## config.mk

```make
export PLATFORM = sky130hd
export DESIGN_NAME = load_store_unit
export DESIGN_NICKNAME = d
export VERILOG_FILES = /design/src/rtl/mips_mem_pkg.sv /design/src/rtl/load_extend.sv /design/src/rtl/load_store_unit.sv
export SDC_FILE = /design/constraint.sdc
export NUM_CORES = 1
export LEC_CHECK = 0
export BUFFER_PORTS_ARGS = -buffer_cell sky130_fd_sc_hd__buf_2
export CAP_MARGIN = 20
export CORE_MARGIN = 5
export CORE_UTILIZATION = 50
export CTS_BUF_LIST = sky130_fd_sc_hd__clkbuf_8
export DETAILED_ROUTE_END_ITERATION = 8
export PLACE_DENSITY_LB_ADDON = 0.25
export SLEW_MARGIN = 15
export SYNTH_ARGS = -nofsm -noshare
export SYNTH_HDL_FRONTEND = slang
export SYNTH_SLANG_ARGS = --single-unit
```

## constraint.sdc

```tcl
create_clock -name clk -period 4.5 [get_ports clk]
set_input_delay 1.35 -clock clk [delete_from_list [all_inputs] [get_ports clk]]
set_output_delay 1.35 -clock clk [all_outputs]
set_load 0.02 [all_outputs]
```

## src/rtl/mips_mem_pkg.sv

```systemverilog
// Shared size encodings and FSM state type for the MIPS32 data-memory path.
package mips_mem_pkg;

    localparam logic [1:0] SZ_BYTE = 2'b00;
    localparam logic [1:0] SZ_HALF = 2'b01;
    localparam logic [1:0] SZ_WORD = 2'b10;

    typedef enum logic {
        IDLE,
        RMW_WR
    } lsu_state_t;

endpackage

```

## src/rtl/load_extend.sv

```systemverilog
// Load lane select with sign or zero extension (little-endian lanes).
module load_extend
    import mips_mem_pkg::*;
(
    input  logic [31:0] i_word,
    input  logic [1:0]  i_addr,
    input  logic [1:0]  i_size,
    input  logic        i_signed,
    output logic [31:0] o_data
);

    logic [7:0]  w_byte;
    logic [15:0] w_half;

    always_comb begin
        w_byte = i_word[7:0];
        unique case (i_addr)
            2'd0: w_byte = i_word[7:0];
            2'd1: w_byte = i_word[15:8];
            2'd2: w_byte = i_word[23:16];
            2'd3: w_byte = i_word[31:24];
        endcase
        w_half = i_addr[1] ? i_word[31:16] : i_word[15:0];
    end

    always_comb begin
        o_data = i_word;
        if (i_size == SZ_BYTE)
            o_data = {{24{i_signed & w_byte[7]}}, w_byte};
        else if (i_size == SZ_HALF)
            o_data = {{16{i_signed & w_half[15]}}, w_half};
    end

endmodule

```

## src/rtl/load_store_unit.sv

```systemverilog
// Load/store unit: lane extraction on loads, read-modify-write for sub-word stores.
// Define MISALIGN_TRAP_EN to flag misaligned half/word accesses instead of aligning them.
module load_store_unit
    import mips_mem_pkg::*;
#(
    parameter int ADDR_W = 32
) (
    input  logic              clk,
    input  logic              reset,
    input  logic              ReqValid,
    input  logic              ReqWrite,
    input  logic [1:0]        ReqSize,
    input  logic              ReqSigned,
    input  logic [ADDR_W-1:0] ReqAddr,
    input  logic [31:0]       ReqWData,
    output logic              Stall,
    output logic [31:0]       LoadData,
    output logic              LoadValid,
    output logic              AddrErr,
    output logic              MemRead,
    output logic              MemWrite,
    output logic [ADDR_W-1:0] MemAddr,
    output logic [31:0]       MemWData,
    input  logic [31:0]       MemRData
);

    lsu_state_t        r_state;
    logic [31:0]       r_load_data;
    logic              r_load_valid;
    logic [31:0]       r_merge;
    logic [ADDR_W-1:0] r_addr;

    logic              w_idle;
    logic              w_rmw;
    logic              w_is_word;
    logic              w_misalign;
    logic [1:0]        w_lane;
    logic              w_go;
    logic              w_sub_st;
    logic [ADDR_W-1:0] w_waddr;
    logic [31:0]       w_ext;
    logic [31:0]       w_merge;

    assign w_idle    = (r_state == IDLE) && !reset;
    assign w_rmw     = (r_state == RMW_WR) && !reset;
    assign w_is_word = ReqSize[1];
    assign w_waddr   = {ReqAddr[ADDR_W-1:2], 2'b00};

`ifdef MISALIGN_TRAP_EN
    assign w_misalign = ((ReqSize == SZ_HALF) && ReqAddr[0]) ||
                        (w_is_word && (ReqAddr[1:0] != 2'b00));
    assign w_lane     = ReqAddr[1:0];
`else
    // Misaligned halves/words silently drop the low address bits.
    assign w_misalign = 1'b0;
    assign w_lane     = w_is_word            ? 2'b00 :
                        (ReqSize == SZ_HALF) ? {ReqAddr[1], 1'b0} :
                                               ReqAddr[1:0];
`endif

    assign w_go     = w_idle && ReqValid && !w_misalign;
    assign w_sub_st = w_go && ReqWrite && !w_is_word;

    assign AddrErr  = w_idle && ReqValid && w_misalign;
    assign Stall    = w_sub_st;
    assign MemRead  = w_go && (!ReqWrite || !w_is_word);
    assign MemWrite = w_rmw || (w_go && ReqWrite && w_is_word);
    assign MemAddr  = (r_state == RMW_WR) ? r_addr : w_waddr;
    assign MemWData = (r_state == RMW_WR) ? r_merge : ReqWData;

    assign LoadData  = r_load_data;
    assign LoadValid = r_load_valid;

    load_extend u_ext (
        .i_word   (MemRData),
        .i_addr   (w_lane),
        .i_size   (w_is_word ? SZ_WORD : ReqSize),
        .i_signed (ReqSigned),
        .o_data   (w_ext)
    );

    always_comb begin
        w_merge = MemRData;
        if (ReqSize == SZ_BYTE) begin
            unique case (w_lane)
                2'd0: w_merge[7:0]   = ReqWData[7:0];
                2'd1: w_merge[15:8]  = ReqWData[7:0];
                2'd2: w_merge[23:16] = ReqWData[7:0];
                2'd3: w_merge[31:24] = ReqWData[7:0];
            endcase
        end else if (w_lane[1]) begin
            w_merge[31:16] = ReqWData[15:0];
        end else begin
            w_merge[15:0] = ReqWData[15:0];
        end
    end

    always_ff @(posedge clk or posedge reset) begin
        if (reset) begin
            r_state      <= IDLE;
            r_load_data  <= '0;
            r_load_valid <= 1'b0;
            r_merge      <= '0;
            r_addr       <= '0;
        end else begin
            r_load_valid <= 1'b0;
            unique case (r_state)
                IDLE: begin
                    if (w_go && !ReqWrite) begin
                        r_load_data  <= w_ext;
                        r_load_valid <= 1'b1;
                    end
                    if (w_sub_st) begin
                        r_merge <= w_merge;
                        r_addr  <= w_waddr;
                        r_state <= RMW_WR;
                    end
                end
                RMW_WR: r_state <= IDLE;
            endcase
        end
    end

endmodule

```

# == Yosys cells after proc, flatten, opt, wreduce, memory -nomap -nowiden ==
# Index checks and enable logic that the tools add are counted.
# totals
regBits,96
input_bits,103
out_inout_bits,101
wordCells,51
# op_classes
eq_ne,5
mux,20
n_bitwise,3
n_reduce_logical,18
# op_table
operator,count
$mux 32,5
$mux 16,3
$mux 8,4
$pmux 8 s4,1
$logic_and 1x1->1,8
$eq 2x1->1 const B,3
$logic_not 2->1,3
$eq 2x2->1 const B,2
$mux 1,4
$mux 2,2
$reduce_and 2->1,2
$logic_not 1->1,3
$and 1x1->1,2
$logic_or 1x1->1,2
$pmux 1 s2,1
$not 1->1,1

# == Depth between registers and ports, before layout ==
# Gate-level depths: netlist (run 1).
# depth
depth_word,7
depth_mapped,7
ltp_nobuf,5

# == Hierarchy ==
# Synthesis (run 1) repeated with hierarchy kept, for this count alone.
# unflattened
hier_cells,647
area_unflattened_um2,6133.4
# by_module_without_submodules
mod,instances,cells_each,area_per_inst_um2,seq_area_each_um2
load_store_unit,1,551,5350.1,2402.3
load_extend,1,96,783.3,0.0

# == Worst setup path before layout (run 1) ==
# No wires, ideal clock.
# synth_timing
path_type,input-to-output
startpoint,in ReqSize[1]
endpoint,out MemWrite
t_arrival_ns,2.401
required_time_ns,3.150
setup_slack_ns,0.749
cell_stages,5
path_buffers,3
cell_sequence,buf_2 -> buf_2 -> buf_1 -> a31oi_1 -> nor2_1
# synth_via
elab_chain_len,2
# synth_lines
item,line,text
"start, declared",load_store_unit.sv:12,"input logic [1:0] ReqSize,"
$logic_and 1x1->1,load_store_unit.sv:67,assign MemWrite = w_rmw || (w_go && ReqWrite && w_is_word);
$logic_or 1x1->1,load_store_unit.sv:67,
"end, declared",load_store_unit.sv:21,"output logic MemWrite,"
# Every way passes these cells.

# == Final worst setup path (run 1) ==
# layout_timing
startpoint,in reset
endpoint,out MemRead
# layout_via
elab_chain_len,4
# layout_lines
item,line,text
"start, declared",load_store_unit.sv:9,"input logic reset,"
$logic_not 1->1 (no line),--,
$logic_and 1x1->1,load_store_unit.sv:44,assign w_idle = (r_state == IDLE) && !reset;
$logic_and 1x1->1,--,
$logic_and 1x1->1,load_store_unit.sv:66,assign MemRead = w_go && (!ReqWrite || !w_is_word);
"end, declared",load_store_unit.sv:20,"output logic MemRead,"
# Every way passes these cells.

==> results of run 1 <==
-- per-stage QoR --
stage	power (uW)	instance area, sq um	instances	worst slack (ps)	hold slack, ps
final	2370	6900	946	896	482
after global routing	2500	6900	946	832	506
after CTS	2380	6880	945	757	484
after detailed placement	1830	6690	929	915	461
after global placement	1810	6690	929	946	452
after floorplan	1570	5670	635	645	440
-- worst max-delay path by stage --
stage / from / endpoint / slack (ps) / cells past startpoint
5_1_grt: reset / MemRead / 830 / 4
3_3_place_gp: reset / MemRead / 950 / 4
2_1_floorplan: reset / LoadData[0] / 640 / 1
6_report: reset / MemRead / 900 / 4
4_1_cts: r_state / MemWData[21] / 760 / 3
3_5_place_dp: reset / MemRead / 920 / 4
-- placed cells by master (no fill, tap or decap), types with 2 or more instances in the layout --
cell	Yosys	routed
buf_2	11	200
nand2_1	149	149
dfrtp_1	96	95
mux2_2	62	62
nor2_1	43	43
o21ai_1	33	33
a221oi_1	30	30
a21oi_1	25	25
nor2b_1	18	18
mux2i_1	16	16
o21ai_0	15	15
a22o_1	14	14
clkbuf_8	0	11
buf_4	5	10
nor4b_1	8	8
o221ai_1	8	8
o22ai_1	8	8
o31ai_1	8	8
a211oi_1	8	8
o32ai_1	7	7
nand2b_1	4	4
inv_2	3	3
conb_1	1	3
clkinv_2	0	3
inv_1	3	2
nor3_1	2	2
a31oi_1	2	2
-- worst max-delay path, stage by stage --
cell and delay [ps]:
buf_2 140, or3b_2 450, a21oi_1 130, buf_2 180
-- registers in the layout, summed over array words and instances (netlist names) --
| signal | count |
|---|---|
| LoadValid | 1 |
| r_state | 1 |
| r_addr | 30 |
| r_merge | 32 |
| LoadData | 32 |
-- kinds of logic (layout without fill, tap and decap cells) --
family	after synthesis	after routing	synth area share
other	1	3	0.000662
AOI/OAI and AO/OA	162	162	0.195
and+or+nand+nor	234	234	0.182
muxes	78	78	0.152
DFF	96	96	0.424
buffers and inverters	62	233	0.0469
-- report_power, final --
group | internal (uW) | leakage [uW] | switching, uW
Clock | 230 | 0.0000951 | 323
Sequential | 1030 | 0.00117 | 96.6
Combinational | 266 | 0.00204 | 428
Total | 1530 | 0.00330 | 848
-- cell type report --
class	instances	area share
clock buffers	11	0.0219
clock inverters	5	0.00453
repair buffers	211	0.159
well taps	140	0.0254
flip-flops and latches	96	0.348
inverters	6	0.00399
multi-input cells	477	0.437
-- metal layers --
metal	global-route usage	up-vias	wire, microns
li1	-	2589	-
met1	0.352	2679	7370
met2	0.436	289	8720
met3	0.0705	32	1810
met4	0.0773	0	317
met5	0	-	0
==> metrics.cfg, run 1 <==
[routing]
routed_wl_microns=18200
drt_iter0_markers=452
ant_nets=0
num_vias=5589
wl_per_cell_microns=19.3
avgViaCountPerCell=5.91
dr.pass1.iters=5
drcViolationCount=0

[synth]
synthFlopType=dfrtp_1
syn-cell-area_sq_um=5660
synth_area_leaders=dfrtp_1 42%, mux2_2 12%, nand2_1 9.9%, a221oi_1 4.6%, o21ai_1 2.9%
yosys-top-cells-count=149 x nand2_1, 96 x dfrtp_1, 62 x mux2_2
avgSynthCellArea_sq_um=8.94
synth_top_area_frac=0.424
synth_seq_cells=96
yosysTopAreaCell=dfrtp_1
ys_warn_count=0
synth_edf_count=0
synth_cells=633
yosysSeqAreaShare=0.424
async_flop_share=1.00
synth_cell_types=41
yosysMostFrequentCell=nand2_1

[cells_and_area]
fin_nets=904
seqCellArea_sq_um=2400
fin_util=0.628
multi_input_area_sq_um=3010
area_growth_pct=21.9
fillers=960
diodes=0
drive_gt1_frac=0.373

[power_and_ir_drop]
vdd_drop_max_mv=0.173
leakage_uw=0.00330
powerDensity_nw_per_um2=344

[sta]
worst_pin_slew_ps=873
hold_violations=0
drv_slew=0
rsz0062_at_grt=false
fin_tns_setup_ps=0
fmax_mhz=278
finalCritPeriodShare=0.801
finClkSkew_ps=8.33
max-slew-margin-rel=0.418
post-route-min-period_ps=3600
setup_violations=0

[placed_design]
dp_hpwl_microns=13200
portBuffers=200
place_congestion=0.922

[die]
start_util=0.515
ioPinCount=204
die_x_microns=116
core_sq_um=11000
rows=38
die_height_microns=116
dieArea_sq_um=13500

[worst_hold_path]
hold_path_end=r_addr[4]
hold_start=r_addr[4]
hp-class=reg2reg
hold-path-cell-count=2

[critical_path]
crit_type=in2out
crit-reg2reg-launch=r_state
rrSetupSlack_ps=1940
worstPathArrival_ps=2250
cp-end-kind=primary output
r2r_end=r_addr[3]
required_ps=3150
path_max_fanout=4
startpoint_type=input pin
rr_worst_depth=6

[flow_run]
maxCapViolations=0

[clock_tree]
clkSinkCount=96
cts-root-buf=clkbuf_8
cts_setup_buffers=0
post_cts_resized=0
cts_tree=done
htreeDepth=3
clk_pin_slew_worst_paths_ps=100
clk_latency_ps=380
ctsHoldBuffers=0
cts.path.max_buffers=2
cts_buffers=9

[outcome]
status=finished, final reports clean

[global_routing]
grt_pass1_wl_microns=28200
grt_antenna_before_repair=0
grt_overflow=0
grtUsageTotal=0.267
grt_max_degree=96
grt_pass1_vias=5348

Power figures use the tool's default switching activity.
==> run 2: changes to the inputs <==
- CORE_UTILIZATION: 50 -> 47
- clock period: 4.5 -> 3.15 ns (I/O delays scaled with it)
==> run 2 against run 1 <==
Against the previous run: setup slack worse by 700 ps; critical endpoint is now MemWData[11]; largest cell class unchanged; combinational power is 44% higher; highest routed layer unchanged; sequential share of layout area is 0.57 points lower; clock skew is 1.7 ps higher; final cell count is 1.2% higher; utilization is 3.9 points lower; via count hardly changed; worst hold slack better by 1.4 ps; routed wire length is 1.3% higher.
==> metrics.cfg, run 2 (synthesis results as in run 1) <==
[sta]
drv_slew=0  ; unchanged
rsz0062_at_grt=false
finClkSkew_ps=9.99  ; +1.65 ps
hold_violations=0  ; unchanged
fin_tns_setup_ps=0  ; unchanged
post-route-min-period_ps=2960
fmax_mhz=338
setup_violations=0  ; unchanged
max-slew-margin-rel=0.266  ; -0.152
finalCritPeriodShare=0.939
worst_pin_slew_ps=1100  ; +227 ps

[global_routing]
grt_max_degree=96  ; unchanged
grt_pass1_vias=5490  ; +2.7%
grt_pass1_wl_microns=29100  ; +3.2%
grt_overflow=0  ; unchanged
grt_antenna_before_repair=0  ; unchanged
grtUsageTotal=0.255  ; -0.0124

[power_and_ir_drop]
leakage_uw=0.00335  ; +1.5%
vdd_drop_max_mv=0.295  ; +71%
power_uw=3610  ; +52%
powerDensity_nw_per_um2=515  ; +50%

[cells_and_area]
stdcell_area_sq_um=7010  ; +1.7%
fin_cells=957  ; +1.2%
fin_nets=909  ; +0.55%
fillers=1090  ; +14%
mostFrequentLayoutCells=200 x buf_2, 149 x nand2_1, 95 x dfrtp_1
drive_gt1_frac=0.377  ; +0.00309
diodes=0  ; unchanged
final_common_cell=buf_2
area_growth_pct=23.9

[critical_path]
rr_worst_depth=4  ; -2
required_ps=2200  ; -950 ps
cp_slowest_cell=dfrtp_2
path_max_fanout=36  ; +32
crit_type=reg2out
cp-end-kind=primary output
startpoint_type=flip-flop
max_stage_delay_ps=800  ; +350 ps
worstPathArrival_ps=2010  ; -240 ps
crit_chain=buf_12 > mux2_2 > buf_2

[die]
start_util=0.475  ; -0.0402
core_sq_um=11900  ; +8.5%
rows=40  ; +5.3%
die_height_microns=120  ; +2.9%
ioPinCount=204  ; unchanged
die_x_microns=120  ; +2.9%
dieArea_sq_um=14300  ; +5.8%

[clock_tree]
cts-root-buf=clkbuf_8
cts_setup_buffers=0  ; unchanged
cts.path.max_buffers=2  ; unchanged
post_cts_resized=0  ; unchanged
cts_buffers=9  ; unchanged
ctsHoldBuffers=0  ; unchanged
htreeDepth=3  ; unchanged
cts_tree=done
clkSinkCount=96  ; unchanged
clk_latency_ps=370  ; about the same
clk_pin_slew_worst_paths_ps=90  ; about the same

[worst_hold_path]
hp-class=reg2reg
hold-path-cell-count=2  ; unchanged

[flow_run]
maxCapViolations=0  ; unchanged

[routing]
ant_nets=0  ; unchanged
wl_per_cell_microns=19.3  ; +0.16%
dr.pass1.iters=7  ; +2
num_vias=5587  ; -0.036%
routed_wl_microns=18500  ; +1.3%
drcViolationCount=0  ; unchanged
drt_iter0_markers=487  ; +7.7%
avgViaCountPerCell=5.84  ; -1.2%

[placed_design]
postPlaceCellArea_sq_um=6770  ; +1.2%
portBuffers=200  ; unchanged
dp_cells=942  ; +1.4%
dp_hpwl_microns=13700  ; +4.1%
place_congestion=0.902  ; -2.2%

[outcome]
status=finished, final reports clean

## run 2: final cells by class
cell class,count,area [sq um],share of cell area
sequential,96,2400,0.343
clock buffer,9,124,0.0177
tap,147,184,0.0262
timing repair buffer,216,1150,0.163
clock inverter,6,116,0.0166
inverter,6,26.3,0.00375
multi-input combinational,477,3010,0.430
## run 2: through the flow
| stage | worst slack, ps | utilization | hold slack [ps] |
|---|---|---|---|
| global route | 97.8 | 0.589 | 510 |
| CTS | 171 | 0.589 | 485 |
| global placement | 273 | 0.569 | 454 |
| floorplan | 209 | - | 440 |
| detailed placement | 194 | 0.569 | 462 |
| finish | 193 | 0.589 | 484 |
## run 2: report_power, final
group	internal [uW]	total [uW]	switching (uW)
clock network	531	993	462
registers	1470	1620	147
logic	385	996	610
## run 2: worst max-delay path: cells and delay by family, from the launching register on
family / cells / cell delay (ps)
muxes: 1 / 370
DFF: 1 / 800
buffers and inverters: 2 / 460
## run 2: final timing paths
kind / start / to / slack (ps)
max in group asynchronous: reset / r_merge[30] / 2030
min in group asynchronous: reset / r_addr[30] / 530
setup reg to reg: r_state / LoadData[25] / 480
hold / removal: r_addr[17] / r_addr[17] / 480
hold reg to reg: r_addr[17] / r_addr[17] / 480
setup / recovery: r_state / MemWData[11] / 190
## run 2: metal layers
layer	GRT usage	routed length, microns	up-vias
met2	0.393	8540	286
li1	-	-	2605
met3	0.0679	1830	41
met4	0.0938	435	0
met5	0	0	-
met1	0.346	7660	2655
